### src/rtl/id_hazard_ctrl.sv
`default_nettype none
// ============================================================================
// Module   : id_hazard_ctrl
// Purpose  : Load-use hazard detection and registered forwarding selects for
//            the 8-bit 5-stage pipeline, sitting on the ID side of ID/EX.
// Revision : 1.0 - initial release
// ============================================================================
module id_hazard_ctrl #(
    parameter int unsigned RADDR_W    = 3,
    parameter bit          R0_ZERO    = 1'b1,
    parameter int unsigned STALLCNT_W = 16
) (
    input  logic                  clk2,
    input  logic                  rst_n,
    input  logic                  id_valid,
    input  logic [RADDR_W-1:0]    id_rs,
    input  logic [RADDR_W-1:0]    id_rt,
    input  logic                  id_use_rs,
    input  logic                  id_use_rt,
    input  logic                  id_regwrite,
    input  logic                  id_memread,
    input  logic [RADDR_W-1:0]    id_regwradd,
    input  logic                  flush,
    output logic                  stall,
    output logic                  bubble,
    output logic [1:0]            fwd_a,
    output logic [1:0]            fwd_b,
    output logic [STALLCNT_W-1:0] stall_count
);

    localparam logic [1:0] c_fwd_rf  = 2'b00;
    localparam logic [1:0] c_fwd_ex  = 2'b10;
    localparam logic [1:0] c_fwd_mem = 2'b01;

    // Shadow of ID/EX and EX/MEM. The WB stage is never a forwarding source
    // (the register file writes before it reads), so it carries no state here.
    logic                  r_ex_v, r_ex_rw, r_ex_mr;
    logic [RADDR_W-1:0]    r_ex_rd;
    logic                  r_mem_v, r_mem_rw;
    logic [RADDR_W-1:0]    r_mem_rd;
    logic [1:0]            r_fwd_a, r_fwd_b;
    logic [STALLCNT_W-1:0] r_stall_count;

    logic                  w_id_valid;
    logic                  w_ex_writer, w_mem_writer;
    logic                  w_need_rs, w_need_rt;
    logic                  w_load_use, w_issue;
    logic [1:0]            w_sel_rs, w_sel_rt;

    // id_valid is ignored while reset is held so the pipe front sees a bubble.
    assign w_id_valid   = id_valid & rst_n;

    assign w_ex_writer  = r_ex_v  & r_ex_rw  & ~(R0_ZERO && (r_ex_rd  == '0));
    assign w_mem_writer = r_mem_v & r_mem_rw & ~(R0_ZERO && (r_mem_rd == '0));

    assign w_need_rs    = w_id_valid & id_use_rs & ~(R0_ZERO && (id_rs == '0));
    assign w_need_rt    = w_id_valid & id_use_rt & ~(R0_ZERO && (id_rt == '0));

    assign w_load_use   = w_ex_writer & r_ex_mr &
                          ((w_need_rs & (r_ex_rd == id_rs)) |
                           (w_need_rt & (r_ex_rd == id_rt)));

    assign w_issue      = w_id_valid & ~flush & ~w_load_use;

    assign stall        = w_load_use & ~flush;
    assign bubble       = flush | w_load_use | ~w_id_valid;

    assign w_sel_rs = (w_ex_writer  & (r_ex_rd  == id_rs)) ? c_fwd_ex  :
                      (w_mem_writer & (r_mem_rd == id_rs)) ? c_fwd_mem : c_fwd_rf;
    assign w_sel_rt = (w_ex_writer  & (r_ex_rd  == id_rt)) ? c_fwd_ex  :
                      (w_mem_writer & (r_mem_rd == id_rt)) ? c_fwd_mem : c_fwd_rf;

    always_ff @(posedge clk2 or negedge rst_n) begin
        if (!rst_n) begin
            r_ex_v        <= 1'b0;
            r_ex_rw       <= 1'b0;
            r_ex_mr       <= 1'b0;
            r_ex_rd       <= '0;
            r_mem_v       <= 1'b0;
            r_mem_rw      <= 1'b0;
            r_mem_rd      <= '0;
            r_fwd_a       <= c_fwd_rf;
            r_fwd_b       <= c_fwd_rf;
            r_stall_count <= '0;
        end else begin
            r_mem_v  <= r_ex_v;
            r_mem_rw <= r_ex_rw;
            r_mem_rd <= r_ex_rd;
            if (w_issue) begin
                r_ex_v  <= 1'b1;
                r_ex_rw <= id_regwrite;
                r_ex_mr <= id_memread;
                r_ex_rd <= id_regwradd;
            end else begin
                r_ex_v  <= 1'b0;
                r_ex_rw <= 1'b0;
                r_ex_mr <= 1'b0;
                r_ex_rd <= '0;
            end
            // Selects land together with the instruction in ID/EX.
            r_fwd_a <= (w_issue & w_need_rs) ? w_sel_rs : c_fwd_rf;
            r_fwd_b <= (w_issue & w_need_rt) ? w_sel_rt : c_fwd_rf;
            if (stall && (r_stall_count != '1)) begin
                r_stall_count <= r_stall_count + STALLCNT_W'(1);
            end
        end
    end

    assign fwd_a       = r_fwd_a;
    assign fwd_b       = r_fwd_b;
    assign stall_count = r_stall_count;

endmodule
`default_nettype wire

### config.mk
export PLATFORM = sky130hd
export DESIGN_NAME = id_hazard_ctrl
export DESIGN_NICKNAME = d
export VERILOG_FILES = /design/src/rtl/id_hazard_ctrl.sv
export SDC_FILE = /design/constraint.sdc
export NUM_CORES = 1
export LEC_CHECK = 0
export ABC_AREA = 1
export ABC_CLOCK_PERIOD_IN_PS = 2800
export CAP_MARGIN = 40
export CELL_PAD_IN_SITES_DETAIL_PLACEMENT = 1
export CELL_PAD_IN_SITES_GLOBAL_PLACEMENT = 2
export CORE_UTILIZATION = 31
export DETAILED_ROUTE_END_ITERATION = 10
export MAX_ROUTING_LAYER = met4
export PLACE_DENSITY_LB_ADDON = 0.1
export SETUP_SLACK_MARGIN = 0.2
export SKIP_CTS_REPAIR_TIMING = 1
export SKIP_LAST_GASP = 1
export SYNTH_ARGS = -nofsm -noshare
export SYNTH_HDL_FRONTEND = slang
export SYNTH_SLANG_ARGS = --single-unit
### constraint.sdc
create_clock -name clk2 -period 2.8 [get_ports clk2]
set_clock_uncertainty 0.2 [all_clocks]
set_input_delay 0.56 -clock clk2 [delete_from_list [all_inputs] [get_ports clk2]]
set_output_delay 0.56 -clock clk2 [all_outputs]
set_load 0.05 [all_outputs]
# Yosys cells after proc, flatten, opt, wreduce, memory -nomap -nowiden

Index checks and enable logic that the tools add are counted.

Register bits after elaboration: 31
Bits of input ports: 17
Logic and storage cells: 63

Add/sub/neg operators: 1
Reduce and logical (&&, ||, !) cells: 5
Bitwise operators: 32
Mux-type cells: 10
Equality and inequality tests: 5

Operators with widths:

| kind                                           | number |
|---|---|
| AND 1 bit                                      | 22 |
| adder 16 x 1 -> 16 bit (second input constant) | 1 |
| inequality test 16 bit (second input constant) | 1 |
| equality test 3 bit                            | 4 |
| zero test 3 bit                                | 4 |
| 2-to-1 mux 2 bit                               | 4 |
| NOT 1 bit                                      | 7 |
| 2-to-1 mux 1 bit                               | 5 |
| 2-to-1 mux 3 bit                               | 1 |
| bitwise OR 1 bit                               | 3 |
| logical AND 1 bit                              | 1 |

# Depth between registers and ports, before layout

Depth in word-level cells: 10
Depth in mapped cells: 11
Depth with buffers taken out: 10

# Worst setup path after synthesis

No wires, ideal clock.

Path kind: input to output
From: input id_use_rs
To: output bubble
Arrival: 1.562 ns
Slack: 0.478 ns
Cell stages on the path: 6
Cells stage by stage: nand3_1 > a21oi_1 > nand3_2 > nand2_4 > nand2_1 > nand3_1

Word-level cells in the longest chain between the ends: 7

Ends and longest elaborated chain:

| item                          | line | source |
|---|---|---|
| start: declaration            | 18   | `input logic id_use_rs,` |
| AND 1 bit (2 in a row)        | 56   | `assign w_need_rs = w_id_valid & id_use_rs & ~(R0_ZERO && (id_rs == '0));` |
| AND 1 bit                     | 60   | `((w_need_rs & (r_ex_rd == id_rs)) \|` |
| bitwise OR 1 bit              | 60   |  |
| AND 1 bit                     | 59   | `assign w_load_use = w_ex_writer & r_ex_mr &` |
| bitwise OR 1 bit (2 in a row) | 66   | `assign bubble = flush \| w_load_use \| ~w_id_valid;` |
| end: declaration              | 25   | `output logic bubble,` |

No other way between the ends.

# Worst setup path in the final report

From: register r_ex_rd[2]
To: output bubble

Word-level cells in the longest chain between the ends: 7
Elaborated cells on any way between the ends: 12
Classes of those cells: 2 x eq/ne; 9 x bitwise; 1 x reduce/logical

Ends and longest elaborated chain:

| item                            | line | source |
|---|---|---|
| start: declaration              | 38   | `logic [RADDR_W-1:0] r_ex_rd;` |
| start signal: assignment        | 93   | `r_ex_rd <= id_regwradd;` |
| zero test 3 bit                 | 53   | `assign w_ex_writer = r_ex_v & r_ex_rw & ~(R0_ZERO && (r_ex_rd == '0));` |
| NOT 1 bit                       | 53   |  |
| AND 1 bit                       | 53   |  |
| AND 1 bit                       | 59   |  |
| AND 1 bit *                     | 59   |  |
| bitwise OR 1 bit * (2 in a row) | 66   |  |

Mark *: on every way between the ends. The rest lies on a longest branch, timed or not.

==> impl_results.rst <==
.. list-table::
   :header-rows: 1

   * - Metric
     - Value
   * - Status
     - completed
   * - Post-synth EDFFs
     - 0
   * - Routed len/inst
     - between 10 and 15 µm
   * - Number of nets produced by synthesis
     - ~240
   * - Placeable core area
     - 5510 µm²
   * - Final-report setup violation count
     - 0
   * - Hold depth
     - 0
   * - Share of the synthesized area in the top cell type
     - 43.7%
   * - Worst path slowest cell
     - sky130_fd_sc_hd__dfrtp_1
   * - Count of unique library cells instantiated by Yosys
     - 27
   * - Final number of max-transition violations
     - 0
   * - Die Wd
     - 77.7 µm
   * - Routed Wire Length
     - ~4.4 mm
   * - Die outline height
     - just under 80 µm
   * - Final critical-path required period
     - between 2000 and 2500 ps
   * - Count of yosys warnings during synthesis
     - 0
   * - Hold Vio Cnt, Final
     - 0
   * - Total half-perimeter wirelength after legalization and detailed placement
     - 3.35 mm
   * - Combined buffer and inverter count along the critical path
     - 2
   * - Nets
     - approximately 300
   * - Fillcell total
     - between 600 and 700
   * - Layout cells sized above 1
     - between 10% and 20%
   * - Avg Synthesized Cell Area
     - 8.14 µm²
   * - Worst hold path startpoint
     - r_ex_rw
   * - DRC errors left
     - 0
   * - Fraction of the yosys area taken by sequential cells
     - between 40% and 50%
   * - Start point of the critical path
     - r_ex_rd[2]
   * - TritonCTS buffer count
     - 5
   * - WP data arrival
     - about 1700 ps
   * - Number of global-route vias before repair
     - around 1.6k
   * - Cell area power density
     - 362 nW/µm²
   * - RSZ-0062 raised after global routing
     - false
   * - Clk Tree Root Cell
     - sky130_fd_sc_hd__clkbuf_8
   * - Static leakage power
     - approximately 1.3 nW
   * - Final setup TNS
     - 0 ps
   * - Tightest Hold Check Type
     - register to register
   * - Kind of cell with the highest combined delay on the critical path
     - simple AND/OR/NAND/NOR gates
   * - Highest ir drop seen on vdd
     - about 0.00023 V
   * - Wire length of the first global-routing pass
     - 7.56 mm
   * - Final period util
     - between 80% and 90%
   * - Number of diodes
     - 0
   * - Critical path data required time
     - 2040 ps
   * - Routability-driven placement congestion ratio
     - between 0.7 and 0.8
   * - Clock tree from TritonCTS
     - yes
   * - Delay of the slowest critical-path stage
     - between 400 and 500 ps
   * - Flip-flop cell with the highest count after synthesis
     - sky130_fd_sc_hd__dfrtp_1
   * - Count of antenna-violating nets left after detailed routing
     - 0
   * - Antenna violations before repair
     - 0
   * - Number of max-capacitance violations reported
     - 0
   * - Post-synth top area cell
     - sky130_fd_sc_hd__dfrtp_1
   * - Headroom to the max-slew limit
     - 66.8%
   * - Depth of the critical timing path with buffers and inverters included
     - 7
   * - Kind of end point of the critical path
     - output pin
   * - CP most frequent cell
     - sky130_fd_sc_hd__nand3_1
   * - Global route total overflow
     - 0
   * - Register-to-Register Setup Slack
     - 830 ps
   * - Sinks on Clock Net
     - 31
   * - Post-synthesis cell area
     - roughly 1800 µm²
   * - Top-Level Pins
     - 39
   * - Actual slew at the worst max-slew pin
     - just under 500 ps
   * - Post-synth top cells
     - sky130_fd_sc_hd__nand2_1, sky130_fd_sc_hd__dfrtp_1, sky130_fd_sc_hd__inv_1
   * - Asr flop ratio synth
     - 100%
   * - Gate Count Post-Synth
     - between 200 and 250
   * - Initial DRC Count
     - 34
   * - CTS H-tree lvls
     - 2
   * - Critical Path Start Type
     - register
   * - Crit Path Max Fanout
     - 4
   * - Startpoint of the worst-slack reg-to-reg timing path
     - stall_count[0]
   * - Global router's overall resource usage
     - between 10% and 20%
   * - Initial standard-cell utilization of the core
     - roughly 32%
   * - Number of cell rows
     - 27
   * - Sum of internal, switching and leakage power
     - roughly 910 µW
   * - Drt first pass iters
     - 4
   * - CTS clk-pin slew, worst paths
     - 70 ps
   * - Reg2reg path depth
     - 10
   * - Sequence of cells on the critical path
     - inv_1 > nand3_1 > nand3_1 > nor2_2 > nand2_1 > nand3_2 > buf_12
   * - Port bufs
     - 38
   * - Number of synthesized register bits
     - 31
   * - Worst-skew pair later-pin latency
     - around 280 ps
   * - Area added between synthesis and finish
     - 41.7%
   * - Clk buf depth
     - 2
   * - Die Outline Area
     - between 6000 and 7000 µm²
   * - Type of the worst setup path
     - register to output pin
   * - Peak Freq
     - 408 MHz
   * - Via total after detailed routing
     - between 1.5k and 2k
   * - Total area of multi-input combinational cells
     - roughly 870 µm²
   * - Storage cell area
     - a little under 800 µm²
   * - Via-per-instance ratio
     - 4.31
   * - Maximum number of pins on one net before global-route repair
     - 32
   * - Cell types occupying the most area after synthesis
     - sky130_fd_sc_hd__dfrtp_1, sky130_fd_sc_hd__nand2_1, sky130_fd_sc_hd__xnor2_1
   * - Library cell with the highest instance count after synthesis
     - sky130_fd_sc_hd__nand2_1
-- cell families after synthesis --
kind of cell / count (synthesis) / share of synthesized area [%]
buffers and inverters: 32 / 7.82
XOR/XNOR: 21 / 10.4
adder cells (fa/ha/maj): 1 / 0.705
flip-flops: 31 / 43.7
AO/OA/AOI/OAI: 3 / 1.27
AND/OR/NAND/NOR: 130 / 36.2
-- per-layer routing --
layer | vias up | GRT usage (%) | share of wire, %
met1 | 693 | 22.3 | 51
met2 | 25 | 25.5 | 45
met3 | 2 | 3.88 | 3.4
met5 | - | - | 0
li1 | 787 | - | -
met4 | 0 | 3.96 | 0.44
-- cell type report --
cell class | count | area share, %
inverters | 30 | 4.48
repair buffers | 54 | 22.7
clock inverters | 3 | 0.945
flip-flops and latches | 31 | 30.8
well taps | 72 | 3.58
multi-input cells | 155 | 34.8
clock buffers | 5 | 2.73
-- state kept, by name, indices dropped and copies added (netlist names) --
register     count
stall_count     16
fwd_b            2
r_ex_mr          1
r_mem_rd         3
r_ex_v           1
r_ex_rw          1
r_ex_rd          3
r_mem_rw         1
r_mem_v          1
fwd_a            2
-- through the flow --
stage               utilization [%]  setup slack [ps]  cell area, µm²  std cells  hold slack, ps
finish                         45.7               347            2520        350             185
CTS                            44.9             -11.2            2470        349             190
global placement               43.2              21.5            2380        341             162
detailed placement             43.2              4.63            2380        341             171
floorplan                         -               478            1780        218            64.4
global route                   45.7               207            2520        350             210
-- placed cells by master (no fill, tap or decap), types with 2 or more instances in the layout --
| master | n |
|---|---|
| sky130_fd_sc_hd__inv_1 | 26 |
| sky130_fd_sc_hd__nand4_1 | 4 |
| sky130_fd_sc_hd__nor2_2 | 3 |
| sky130_fd_sc_hd__nor3_1 | 6 |
| sky130_fd_sc_hd__nor2_4 | 2 |
| sky130_fd_sc_hd__clkinvlp_4 | 2 |
| sky130_fd_sc_hd__xor2_1 | 9 |
| sky130_fd_sc_hd__buf_12 | 4 |
| sky130_fd_sc_hd__xnor2_1 | 12 |
| sky130_fd_sc_hd__nand3_4 | 2 |
| sky130_fd_sc_hd__nand2_1 | 70 |
| sky130_fd_sc_hd__nor2_1 | 16 |
| sky130_fd_sc_hd__dlymetal6s2s_1 | 10 |
| sky130_fd_sc_hd__nand3_1 | 12 |
| sky130_fd_sc_hd__clkdlybuf4s50_1 | 26 |
| sky130_fd_sc_hd__clkbuf_8 | 5 |
| sky130_fd_sc_hd__inv_2 | 3 |
| sky130_fd_sc_hd__buf_4 | 14 |
| sky130_fd_sc_hd__a21oi_2 | 2 |
| sky130_fd_sc_hd__dfrtp_1 | 31 |
| sky130_fd_sc_hd__nand2_2 | 5 |
| sky130_fd_sc_hd__nand3_2 | 5 |
-- worst register-to-register path: cells and delay by family (launching register included) --
kind / cells / cell delay [ps]
and+or+nand+nor: 7 / 730
buffers and inverters: 2 / 230
adders and majority gates: 1 / 240
DFF: 1 / 440
-- power by group --
part           switching (mW)  internal [mW]
registers             0.00344          0.452
clock network           0.193          0.178
logic                  0.0421         0.0445
-- worst paths after layout --
path	to
worst min register to register	r_mem_rw
max in group asynchronous	stall_count[7]
min in group asynchronous	fwd_b[0]
worst max-delay path	bubble
worst max register to register	stall_count[9]
worst min-delay path	r_mem_rw
No activity file was read; power rests on OpenSTA's default activity.
